### config.mk
export PLATFORM = sky130hd
export DESIGN_NAME = pipe_stage_reg
export DESIGN_NICKNAME = d
export VERILOG_FILES = /design/src/rtl/pipe_stage_reg.sv
export SDC_FILE = /design/constraint.sdc
export NUM_CORES = 1
export LEC_CHECK = 0
export ABC_CLOCK_PERIOD_IN_PS = 1600
export BUFFER_PORTS_ARGS = -buffer_cell sky130_fd_sc_hd__buf_2
export CAP_MARGIN = 10
export CORE_UTILIZATION = 35
export DETAILED_ROUTE_END_ITERATION = 6
export GPL_TIMING_DRIVEN = 0
export PLACE_DENSITY = 0.66
export SLEW_MARGIN = 20
export SYNTH_ARGS = -nofsm -noshare
export SYNTH_HDL_FRONTEND = slang
export SYNTH_SLANG_ARGS = --single-unit
### constraint.sdc
create_clock -name clk -period 1.6 [get_ports clk]
set_clock_uncertainty 0.15 [all_clocks]
set_input_delay 0.08 -clock clk [delete_from_list [all_inputs] [get_ports clk]]
set_output_delay 0.08 -clock clk [all_outputs]
set_load 0.005 [all_outputs]
### src/rtl/pipe_stage_reg.sv
// Single pipeline stage register with valid/ready handshake and synchronous flush.
// Define PIPE_STAGE_SKID_EN to add a skid register, a FULL state and a registered in_ready.
module pipe_stage_reg #(
  parameter int WIDTH      = 32,
  parameter int CLEAR_DATA = 1
) (
  input  logic             clk,
  input  logic             reset_n,
  input  logic             flush,
  input  logic             in_valid,
  output logic             in_ready,
  input  logic [WIDTH-1:0] in_data,
  output logic             out_valid,
  input  logic             out_ready,
  output logic [WIDTH-1:0] out_data,
  output logic [1:0]       count
);

  // State encoding equals the number of held entries, so count is the state register itself.
`ifdef PIPE_STAGE_SKID_EN
  typedef enum logic [1:0] {EMPTY = 2'd0, ONE = 2'd1, FULL = 2'd2} state_t;
`else
  typedef enum logic [1:0] {EMPTY = 2'd0, ONE = 2'd1} state_t;
`endif

  state_t           state;
  logic [WIDTH-1:0] main_q;
  logic             accept;
  logic             deliver;

  assign out_valid = (state != EMPTY);
  assign out_data  = main_q;
  assign count     = state;
  assign deliver   = out_valid && out_ready;
  assign accept    = in_valid && in_ready;

`ifdef PIPE_STAGE_SKID_EN
  logic [WIDTH-1:0] skid_q;
  logic             ready_q;

  assign in_ready = ready_q;

  // NOTE: all state is updated with non-blocking assignments so every branch sees pre-edge values.
  always_ff @(posedge clk or negedge reset_n) begin
    if (!reset_n) begin
      state   <= EMPTY;
      main_q  <= '0;
      skid_q  <= '0;
      ready_q <= 1'b1;
    end else if (flush) begin
      state   <= EMPTY;
      ready_q <= 1'b1;
      if (CLEAR_DATA != 0) begin
        main_q <= '0;
        skid_q <= '0;
      end
    end else begin
      case (state)
        EMPTY: begin
          if (accept) begin
            main_q <= in_data;
            state  <= ONE;
          end
        end
        ONE: begin
          if (accept && deliver) begin
            main_q <= in_data;
          end else if (deliver) begin
            state <= EMPTY;
          end else if (accept) begin
            skid_q  <= in_data;
            state   <= FULL;
            ready_q <= 1'b0;
          end
        end
        FULL: begin
          if (deliver) begin
            main_q  <= skid_q;
            state   <= ONE;
            ready_q <= 1'b1;
          end
        end
        default: begin
          state   <= EMPTY;
          ready_q <= 1'b1;
        end
      endcase
    end
  end
`else
  // Without a skid slot the stage can only refill in the same cycle it drains.
  assign in_ready = !out_valid || out_ready;

  always_ff @(posedge clk or negedge reset_n) begin
    if (!reset_n) begin
      state  <= EMPTY;
      main_q <= '0;
    end else if (flush) begin
      state <= EMPTY;
      if (CLEAR_DATA != 0) begin
        main_q <= '0;
      end
    end else begin
      case (state)
        EMPTY: begin
          if (accept) begin
            main_q <= in_data;
            state  <= ONE;
          end
        end
        ONE: begin
          if (accept && deliver) begin
            main_q <= in_data;
          end else if (deliver) begin
            state <= EMPTY;
          end
        end
        default: state <= EMPTY;
      endcase
    end
  end
`endif

endmodule

* Yosys cells after proc, flatten, opt, wreduce, memory -nomap -nowiden *
Index checks and enable logic that the tools add are counted.

storage, ports and cells
  register bits after elaboration = 34
  bits in latches = 0
  memory bits (writable) = 0
  bits in read-only memories = 0
  input port bits = 37
  output and inout bits = 36
  word-level logic and storage cells = 26
  memories kept = 0

operators by class
  add/subtract/negate cells = 0
  multipliers = 0
  div/mod/pow operators = 0
  magnitude comparators = 0
  eq/ne operators = 5
  shift-type cells = 0
  multiplexer cells = 9
  bitwise gates (word level) = 0
  reductions and logical operators = 10

operators with widths
  cell                                                  number
  2-to-1 mux 32 bit                                     3
  one-hot mux 32 bit (2 select lines)                   1
  != test 3 bit (second input constant)                 4
  2-to-1 mux 2 bit                                      4
  AND reduction 3 bit                                   2
  one-hot mux 2 bit (2 select lines)                    1
  logical AND 1 bit                                     3
  nonzero test 3 bit                                    1
  equality test 2 x 1 -> 1 bit (second input constant)  1
  zero test 2 bit                                       1
  nonzero test 2 bit                                    1
  zero test 1 bit                                       1
  logical OR 1 bit                                      1

* Longest topological paths before layout *
Gate-level depths: netlist (run 1).

  depth after elaboration = 8
  gate-level depth with buffers = 5
  mapped depth without buffers = 3

* Worst setup path after synthesis (run 1) *
OpenSTA, ideal clock, no wires.

  path type = register to register
  from = reg state[0] (netlist: count[0])
  to = reg main_q[4] (netlist: out_data[4])
  setup time = 0.076 ns
  data arrival time = 1.013 ns
  data required time = 1.374 ns
  slack = 0.361 ns
  cell stages (with the launch flop) = 6
  path buffers = 2
  clock period less this slack = 1.239 ns
  cells stage by stage = dfrtp_1 > nand2b_4 > buf_6 > buf_6 > a21bo_1 > a21oi_2

on the way
  cells in the longest elaborated chain, start to end = 7
  elaborated cells on any way between the ends = 14
  classes of those cells = eq/ne (3); mux (2); reduce/logical (9)

RTL lines
  element                        line  text
  start: declaration             26    state_t state;
  start signal: assignment       96    state <= EMPTY;
  start signal: assignment       99    state <= EMPTY;
  start signal: assignment       108   state <= ONE;
  nonzero test 2 bit             31    assign out_valid = (state != EMPTY);
  zero test 1 bit                92    assign in_ready = !out_valid || out_ready;
  logical OR 1 bit               92
  logical AND 1 bit              35    assign accept = in_valid && in_ready;
  logical AND 1 bit              112   if (accept && deliver) begin
  != test 3 bit (no line)        --
  AND reduction 3 bit (no line)  --
  end signal: assignment         107   main_q <= in_data;
  end signal: assignment         113   main_q <= in_data;
  end: declaration               27    logic [WIDTH-1:0] main_q;

Parallel ways exist; a longest one is shown, timed or not.
A chain may end at the register's enable or synchronous reset.

* Worst setup path after layout (run 1) *
  from = reg state[0] (netlist: count[0])
  to = reg main_q[30] (netlist: out_data[30])

Same word-level chain as after synthesis.

==> impl_metrics.toml, run 1 <==
[die]
die_h_um = 70.2
die_x_um = 70.2
start_util_pct = 36.9
fp-row-count = 24
coreArea_mm2 = 0.00441
die_area_mm2 = 0.00493
io_pins = 73

[route]
vias_per_cell = 4.85
wl_met1_um = 1950
wl_met2_um = 2100
detail_route.iter0.violations = 84
first_pass_iters = 4
drc_errors = 0
vias = 1529
drt_wl_total_um = 4350
ant_nets = 0
top_layer_used = "met4"
wl_met3_um = 223
wl_per_cell_um = 13.8

[synth]
ys_types = 14
syn_area_per_cell_um2 = 10.6
synth-edff-count = 0
ys_ff_latch = 33
yosysTopAreaCellShare_pct = 50.7
yosys.cell_count.top_type = "dfrtp_1"
synth_area_mm2 = 0.00163
netlist_top_cells_area = "dfrtp_1 (51%), a21bo_2 (16%), nand3_1 (9.8%)"
ys_top_cells_by_count = "dfrtp_1 (33), nand3_1 (32), a21oi_1 (27)"
yosys_warnings = 0
yosysTopAreaCell = "dfrtp_1"
netlist_instances = 153
yosysSeqAreaShare_pct = 50.7
async_reset_ff_share_pct = 100
ys.flop_type = "dfrtp_1"
synth_nets = 190

[timing]
slew_headroom_pct = 49.5
tightestPinTransition_ns = 0.757
finalSetupTns_ns = 0
hold_viol_final = 0
min_period_ns = 1.42
slew_viol_final = 0
fmax_mhz = 705
rsz0062_at_grt = "no"
setup_violations = 0
finalCritPeriodShare_pct = 88.7

[job]
cap_violations = 0

[clock_tree]
cts_tree = "done"
root_buffer = "clkbuf_8"
cts_buffers = 5
cts-htree-levels = 2
clock_sinks = 33
cts.clk_slew.worst_paths_ns = 0.06
cts_buffer_depth = 2
clock_latency_ns = 0.28
postCtsSetupRepairBufs = 0

[critical_path]
critPathKind = "reg -> reg"
worstPathArrival_ns = 1.48
end_kind = "flip-flop"
path_buf_inv = 2
crit_required_ns = 1.66
slowest_stage = "dfrtp_1"
critPathMaxFanout = 19
slowest_delay_ns = 0.42
crit_chain = "nand2b_4 -> buf_6 -> buf_2 -> nand3_1 -> a21oi_1"
cp-start-kind = "flip-flop"
path_delay_family = "buffers and inverters"

[power]
vdd_drop_max_v = 0.000510
power_mw = 1.87
pwr_density_cell_mw_per_mm2 = 762
power.leakage_nw = 1.23

[grt]
grt_start_max_net_pins = 34
grt-ovfl-total = 0
groute.usage.overall_pct = 19.7
grt_pass1_vias = 1552
grt_pass1_wl_um = 7510
grt_antenna_before_repair = 0

[finish]
drive_above_1_share_pct = 46.4
fin_cells = 315
antennaDiodeCount = 0
nFillCells = 429
final_util_pct = 55.6
area_delta_synth_final_pct = 50.7
nNetsFinal = 299

[worst_hold_path]
holdCritPathClass = "in -> reg"

[placed_design]
port-buffer-count = 69
dpl.hpwl_um = 2790
dp.cells = 274
gp_congestion = 0.688

[status]
outcome = "completed"
==> state kept, by name, summed over array words and instances (netlist names) <==
signal / cells
out_data: 32
count: 1
==> final cells by class <==
cell class	count	area [um2]	area share [%]
buffer	19	108	4.39
clock buffer	8	80.1	3.26
inverter	1	3.75	0.153
multi-input combinational	99	686	27.9
sequential	33	826	33.7
tap	52	65.1	2.65
timing repair buffer	103	686	27.9
==> tightest hold or removal path: stages <==
cell and delay, ns:
buf_2 0.18, a21bo_2 0.15, a21oi_1 0.05
==> layer usage <==
layer	global-route usage (%)	vias to the layer above
li1	-	755
met4	8.00	0
met1	26.2	715
met3	4.18	8
met5	0	-
met2	31.2	51
==> report_power, final <==
part	internal [mW]	switching (mW)
logic	0.201	0.163
clock network	0.309	0.293
registers	0.881	0.0222
==> cell families (layout without fill, tap and decap cells) <==
logic type,count (synthesis),after routing,share of synthesized area (%)
buf+inv,21,131,7.15
compound gates,65,65,31.2
simple gates,33,33,10.7
other cells,1,1,0.230
flops,33,33,50.7
==> stage by stage <==
step / area (um2) / worst slack (ns) / hold slack, ns
detailed placement: 2040 / 0.226 / 0.0435
CTS: 2460 / 0.0331 / 0.0708
floorplan: 1630 / 0.361 / -0.366
global placement: 2040 / 0.269 / 0.0420
finish: 2450 / 0.181 / 0.0648
global route: 2450 / 0.0394 / 0.101
==> cells in the final DEF, fill, tap and decap left out <==
cell type,instances
a21bo_1,6
a21bo_2,26
a21oi_1,27
a21oi_2,6
buf_2,79
buf_4,2
buf_6,2
clkbuf_1,7
clkbuf_2,1
clkbuf_8,5
conb_1,1
dfrtp_1,33
dlygate4sd3_1,34
inv_1,1
nand2b_4,1
nand3_1,32
==> repair_timing <==
| item | 4_1_cts | 5_1_grt |
|---|---|---|
| hold endpoints to repair | 65 | 0 |
| setup endpoints to repair | 0 | 1 |
| gates resized for setup | 0 | 0 |
| hold buffers | 34 | 0 |
==> final timing paths <==
check	startpoint	end	slack, ns	cells past startpoint
min in group asynchronous	reset_n	out_data[19]	0.25	2
setup / recovery	count[0]	out_data[30]	0.18	5
max in group asynchronous	reset_n	out_data[2]	0.57	2
setup reg to reg	count[0]	out_data[30]	0.18	5
hold reg to reg	out_data[16]	out_data[16]	0.48	2
hold / removal	in_valid	out_data[12]	0.06	3
Power figures use the tool's default switching activity.
==> inputs of run 2 (changes only) <==
--- a/config.mk
+++ b/config.mk
@@ -8,10 +8,10 @@
 export ABC_CLOCK_PERIOD_IN_PS = 1600
 export BUFFER_PORTS_ARGS = -buffer_cell sky130_fd_sc_hd__buf_2
 export CAP_MARGIN = 10
-export CORE_UTILIZATION = 35
+export CORE_UTILIZATION = 46
 export DETAILED_ROUTE_END_ITERATION = 6
 export GPL_TIMING_DRIVEN = 0
-export PLACE_DENSITY = 0.66
+export PLACE_DENSITY = 0.82
 export SLEW_MARGIN = 20
 export SYNTH_ARGS = -nofsm -noshare
 export SYNTH_HDL_FRONTEND = slang
==> run 2 against run 1 <==
Against the previous run: utilization increased by 16 points; via count grew 1.1%; count of clock-buffer cells in the layout shrank 3; worst hold slack got worse by 0.045 ns; flip-flop and latch count did not move; sequential power about the same; worst setup slack got worse by 0.035 ns; maximum frequency decreased by 2.4%; routed wire length increased by 1.8%; highest routed layer unchanged.
==> impl_metrics.toml, run 2 (synthesis results as in run 1) <==
[power]
intPower_mw = 1.23
vdd_drop_max_v = 0.000485
p_switching_mw = 0.445
power.leakage_nw = 1.21
switching_share_pct = 26.5
seq_power_share_pct = 53.8
p_comb_share_pct = 21.9
pwr_density_cell_mw_per_mm2 = 696
clockPowerShare_pct = 24.3

[finish]
final_common_cell = "buf_2"
drive_above_1_share_pct = 47.1
largest_reg_flops = 32
nNetsFinal = 299
final-seq-area_um2 = 826
area_delta_synth_final_pct = 48.0
layout_common_cells = "buf_2 (79), dlygate4sd3_1 (34), dfrtp_1 (33)"
fin_cells = 307
multi_input_area_um2 = 686
nFillCells = 287
antennaDiodeCount = 0

[grt]
grt_antenna_before_repair = 0
grt-ovfl-total = 0
groute.usage.overall_pct = 25.7
grt_start_max_net_pins = 34
grt_pass1_wl_um = 6950
grt_pass1_vias = 1524

[die]
io_pins = 73
fp-row-count = 21
start_util_pct = 48.4
coreArea_mm2 = 0.00336
die_h_um = 61.5
die_x_um = 61.5
die_area_mm2 = 0.00378

[route]
drt_wl_total_um = 4430
detail_route.iter0.violations = 93
vias_per_cell = 5.04
vias = 1546
first_pass_iters = 4
wl_per_cell_um = 14.4
ant_nets = 0
drc_errors = 0

[timing]
tightestPinTransition_ns = 0.721
slew_headroom_pct = 52.0
fmax_mhz = 688
rsz0062_at_grt = "no"
finalSetupTns_ns = 0
finalCritPeriodShare_pct = 90.9
slew_viol_final = 0
final.setup.worst_slack_ns = 0.146
min_period_ns = 1.45
hold_viol_final = 0
setup_violations = 0

[clock_tree]
cts-htree-levels = 2
clock_sinks = 33
cts_buffers = 5
clock_latency_ns = 0.32
cts.clk_slew.worst_paths_ns = 0.09
root_buffer = "clkbuf_4"
postCtsSetupRepairBufs = 0
cts_resized = 0
cts_buffer_depth = 2
cts_tree = "done"

[critical_path]
worstPathArrival_ns = 1.56
cp-start-kind = "flip-flop"
end_kind = "flip-flop"
critPathKind = "reg -> reg"
rr_worst_depth = 5
crit_required_ns = 1.70
startpoint = "count[0]"
timing.reg2reg.setup_slack_ns = 0.15
crit_end = "out_data[16]"
critPathMaxFanout = 19
r2r-end = "out_data[16]"
r2r-start = "count[0]"

[placed_design]
port-buffer-count = 69
gp_congestion = 0.750
dp.cells = 268
place_ws_ns = 0.250
dpl.hpwl_um = 2670

[worst_hold_path]
holdCritPathClass = "in -> reg"
min_from = "in_valid"

[status]
outcome = "completed"

[job]
cap_violations = 0
[run 2: layer usage]
metal	wire [um]	GRT usage [%]	share of wire, %
met5	0	0	0
met4	53	6.67	1.2
met3	239	6.72	5.4
met2	2250	43.0	51
met1	1890	33.2	43
[run 2: how the worst min path moves through the flow]
stage / cells after the start / endpoint / slack, ns
3_5_place_dp: 1 / out_data[21] / 0.04
6_report: 3 / out_data[14] / 0.02
5_1_grt: 3 / out_data[14] / 0.02
4_1_cts: 3 / out_data[14] / 0.005
3_3_place_gp: 1 / out_data[19] / 0.03
2_1_floorplan: 0 / count[0] / -0.37
[run 2: final cells by class]
type                       count  share of cell area [%]
multi-input combinational     99                    28.5
clock buffer                   5                    1.56
tap                           46                    2.39
clock inverter                 1                   0.208
inverter                       1                   0.156
timing repair buffer         103                    28.5
buffer                        19                    4.47
sequential                    33                    34.3
[run 2: power by group through the flow]
stage / Clock (mW) / Sequential (mW) / Combinational (mW)
2_1_floorplan: 0 / 0.921 / 0.159
3_5_place_dp: 0 / 0.917 / 0.301
5_1_grt: 0.451 / 0.908 / 0.408
6_report: 0.408 / 0.903 / 0.367
3_3_place_gp: 0 / 0.917 / 0.296
4_1_cts: 0.424 / 0.902 / 0.364
[run 2: critical path: stages, from the launching register on]
cell,delay (ns)
dfrtp_1,0.46
nand2b_4,0.11
buf_6,0.17
buf_2,0.24
nand3_1,0.11
a21oi_1,0.13
[run 2: stage by stage]
stage	area (um2)	total power, mW	hold slack (ns)	util (%)
finish	2410	1.68	0.0196	71.6
global route	2410	1.77	0.0215	71.6
CTS	2410	1.69	0.00475	71.6
detailed placement	2030	1.22	0.0370	60.4
global placement	2030	1.21	0.0310	60.4
floorplan	1630	1.08	-0.366	-
[run 2: repair_timing]
action | 4_1_cts | 5_1_grt
setup endpoints to repair | 1 | 0
hold buffers | 34 | 0
hold endpoints to repair | 65 | 0
==> inputs of run 3 (changes only) <==
--- a/config.mk
+++ b/config.mk
@@ -5,13 +5,15 @@
 export SDC_FILE = /design/constraint.sdc
 export NUM_CORES = 1
 export LEC_CHECK = 0
+export ABC_AREA = 1
 export ABC_CLOCK_PERIOD_IN_PS = 1600
 export BUFFER_PORTS_ARGS = -buffer_cell sky130_fd_sc_hd__buf_2
 export CAP_MARGIN = 10
 export CORE_UTILIZATION = 46
 export DETAILED_ROUTE_END_ITERATION = 6
 export GPL_TIMING_DRIVEN = 0
-export PLACE_DENSITY = 0.82
+export HOLD_SLACK_MARGIN = 0.08
+export PLACE_DENSITY = 0.83
 export SLEW_MARGIN = 20
 export SYNTH_ARGS = -nofsm -noshare
 export SYNTH_HDL_FRONTEND = slang
==> run 3 against run 2 <==
Against the previous run: combinational power up 3%; count of clock-buffer cells in the layout up 2; register-to-register slack lost 0.09 ns; power rose by 5.2%; flip-flop and latch count is the same; cell count rose by 2.3%; via count rose by 4.3%; global-route usage is 1.2 points higher.
==> impl_metrics.toml, run 3 <==
[timing]
slew_viol_final = 0
tightestPinTransition_ns = 0.715
fmax_mhz = 639
slew_headroom_pct = 52.3
rsz0062_at_grt = "no"
fin_hold_ws_ns = 0.173
min_period_ns = 1.56
finalCritPeriodShare_pct = 97.8
finalSetupTns_ns = 0
hold_viol_final = 0
setup_violations = 0

[status]
outcome = "completed"

[placed_design]
dp.cells = 268
dpl.hpwl_um = 2570
placed_area_mm2 = 0.00198
gp_congestion = 0.795
port-buffer-count = 70

[clock_tree]
postCtsSetupRepairBufs = 0
cts-htree-levels = 2
root_buffer = "clkbuf_4"
cts.clk_slew.worst_paths_ns = 0.10
clock_latency_ns = 0.33
cts_buffer_depth = 2
cts_tree = "done"
cts_buffers = 5
clock_sinks = 33

[route]
drt_wl_total_um = 4620
vias_per_cell = 5.14
vias = 1613
first_pass_iters = 4
wl_per_cell_um = 14.7
drc_errors = 0
detail_route.iter0.violations = 76
ant_nets = 0

[grt]
grt_antenna_before_repair = 0
grt_start_max_net_pins = 34
grt-ovfl-total = 0
grt_pass1_vias = 1579
grt_pass1_wl_um = 7000
groute.usage.overall_pct = 26.9

[synth]
synth-edff-count = 0
ys.flop_type = "dfrtp_1"
synth_compound_area_share_pct = 0.318
yosys.cell_count.top_type = "dfrtp_1"
synth_top_family_by_area = "simple AND/OR/NAND/NOR gates"
ys_types = 16
yosysTopAreaCell = "dfrtp_1"
yosysTopAreaCellShare_pct = 52.5
syn_area_per_cell_um2 = 10.2
ys_ff_latch = 33
netlist_instances = 154
yosys.area_share.simple_pct = 36.1
yosys_warnings = 0
async_reset_ff_share_pct = 100
synth.mux.area_fraction_pct = 0
synth_fa_ha_area_share_pct = 0
netlist_top_cells_area = "dfrtp_1 (53%), nand4_1 (13%), nand2_1 (7.6%)"
synth_nets = 191
yosysSeqAreaShare_pct = 52.5
synth_xor_area_share_pct = 0
ys_top_cells_by_count = "dfrtp_1 (33), nand2_1 (32), nand4_1 (32)"
synth_area_mm2 = 0.00157

[power]
vdd_drop_max_v = 0.000521
pwr_density_cell_mw_per_mm2 = 727
power.leakage_nw = 1.33

[critical_path]
end_kind = "flip-flop"
r2r-start = "count[0]"
critPathMaxFanout = 10
critical_path_cell_count = 6
path_buf_inv = 4
slowest_stage = "dlygate4sd3_1"
crit_chain = "dlygate4sd3_1 -> buf_4 -> buf_6 -> nand4_1 -> dlygate4sd3_1 -> nand2_1"
slowest_delay_ns = 0.57
path_delay_family = "buffers and inverters"
critPathKind = "in -> reg"
critPathMostFrequentCell = "dlygate4sd3_1"
crit_required_ns = 1.73
cp-start-kind = "input port"
startpoint = "in_valid"
rr_worst_depth = 4
worstPathArrival_ns = 1.69

[finish]
final_common_cell = "buf_2"
layout_common_cells = "buf_2 (73), dlygate4sd3_1 (39), dfrtp_1 (33)"
nNetsFinal = 307
final_util_pct = 76.9
area_delta_synth_final_pct = 54.4
nFillCells = 226
largest_reg_flops = 32
fin_cells = 314
drive_above_1_share_pct = 40.4
final-seq-area_um2 = 826
finalInstanceArea_mm2 = 0.00243
multi_input_area_um2 = 576
antennaDiodeCount = 0

[die]
coreArea_mm2 = 0.00315
die_area_mm2 = 0.00365
start_util_pct = 49.8
die_h_um = 60.5
fp-row-count = 20
io_pins = 73
die_x_um = 60.5

[job]
cap_violations = 0

[worst_hold_path]
holdCritPathClass = "in -> async"
-- run 3: repair_timing --
item / CTS / global route
resized for setup: 0 / 1
hold buffers: 39 / 0
endpoints found under the setup margin: 0 / 2
hold endpoints to repair: 66 / 0
-- run 3: final timing paths --
path	to	slack [ns]
hold / removal	out_data[20]	0.17
setup / recovery	out_data[12]	0.04
max in group asynchronous	out_data[30]	0.66
setup reg to reg	out_data[10]	0.06
hold reg to reg	out_data[23]	0.35
min in group clk	count[0]	0.34
-- run 3: kinds of logic (layout without fill, tap and decap cells) --
logic type | count (synthesis) | count (layout)
AOI/OAI and AO/OA | 1 | 1
and+or+nand+nor | 98 | 98
DFF | 33 | 33
buffers and inverters | 21 | 137
other | 1 | 1
-- run 3: metrics by stage --
stage | setup WS, ns | power (mW)
6_report | 0.0352 | 1.76
5_1_grt | 0.00979 | 1.85
4_1_cts | 0.0269 | 1.76
3_5_place_dp | 0.402 | 1.23
3_3_place_gp | 0.419 | 1.22
2_1_floorplan | 0.477 | 1.08
-- run 3: final cells by class --
class,instances,area share (%)
clock buffers,7,2.27
multi-input cells,100,23.7
plain buffers,18,6.70
well taps,44,2.27
repair buffers,109,30.5
inverters,3,0.464
flip-flops and latches,33,34.0
-- run 3: layer usage --
metal / up-vias / global-route usage, % / wire length, um
li1: 771 / - / -
met1: 749 / 29.8 / 1870
met2: 80 / 48.2 / 2360
met3: 13 / 5.97 / 259
met4: 0 / 13.6 / 128
met5: - / 0 / 0
-- run 3: power by group --
group	internal, mW	switching, mW
combinational	0.199	0.180
clock	0.207	0.264
sequential	0.883	0.0313
total	1.29	0.475
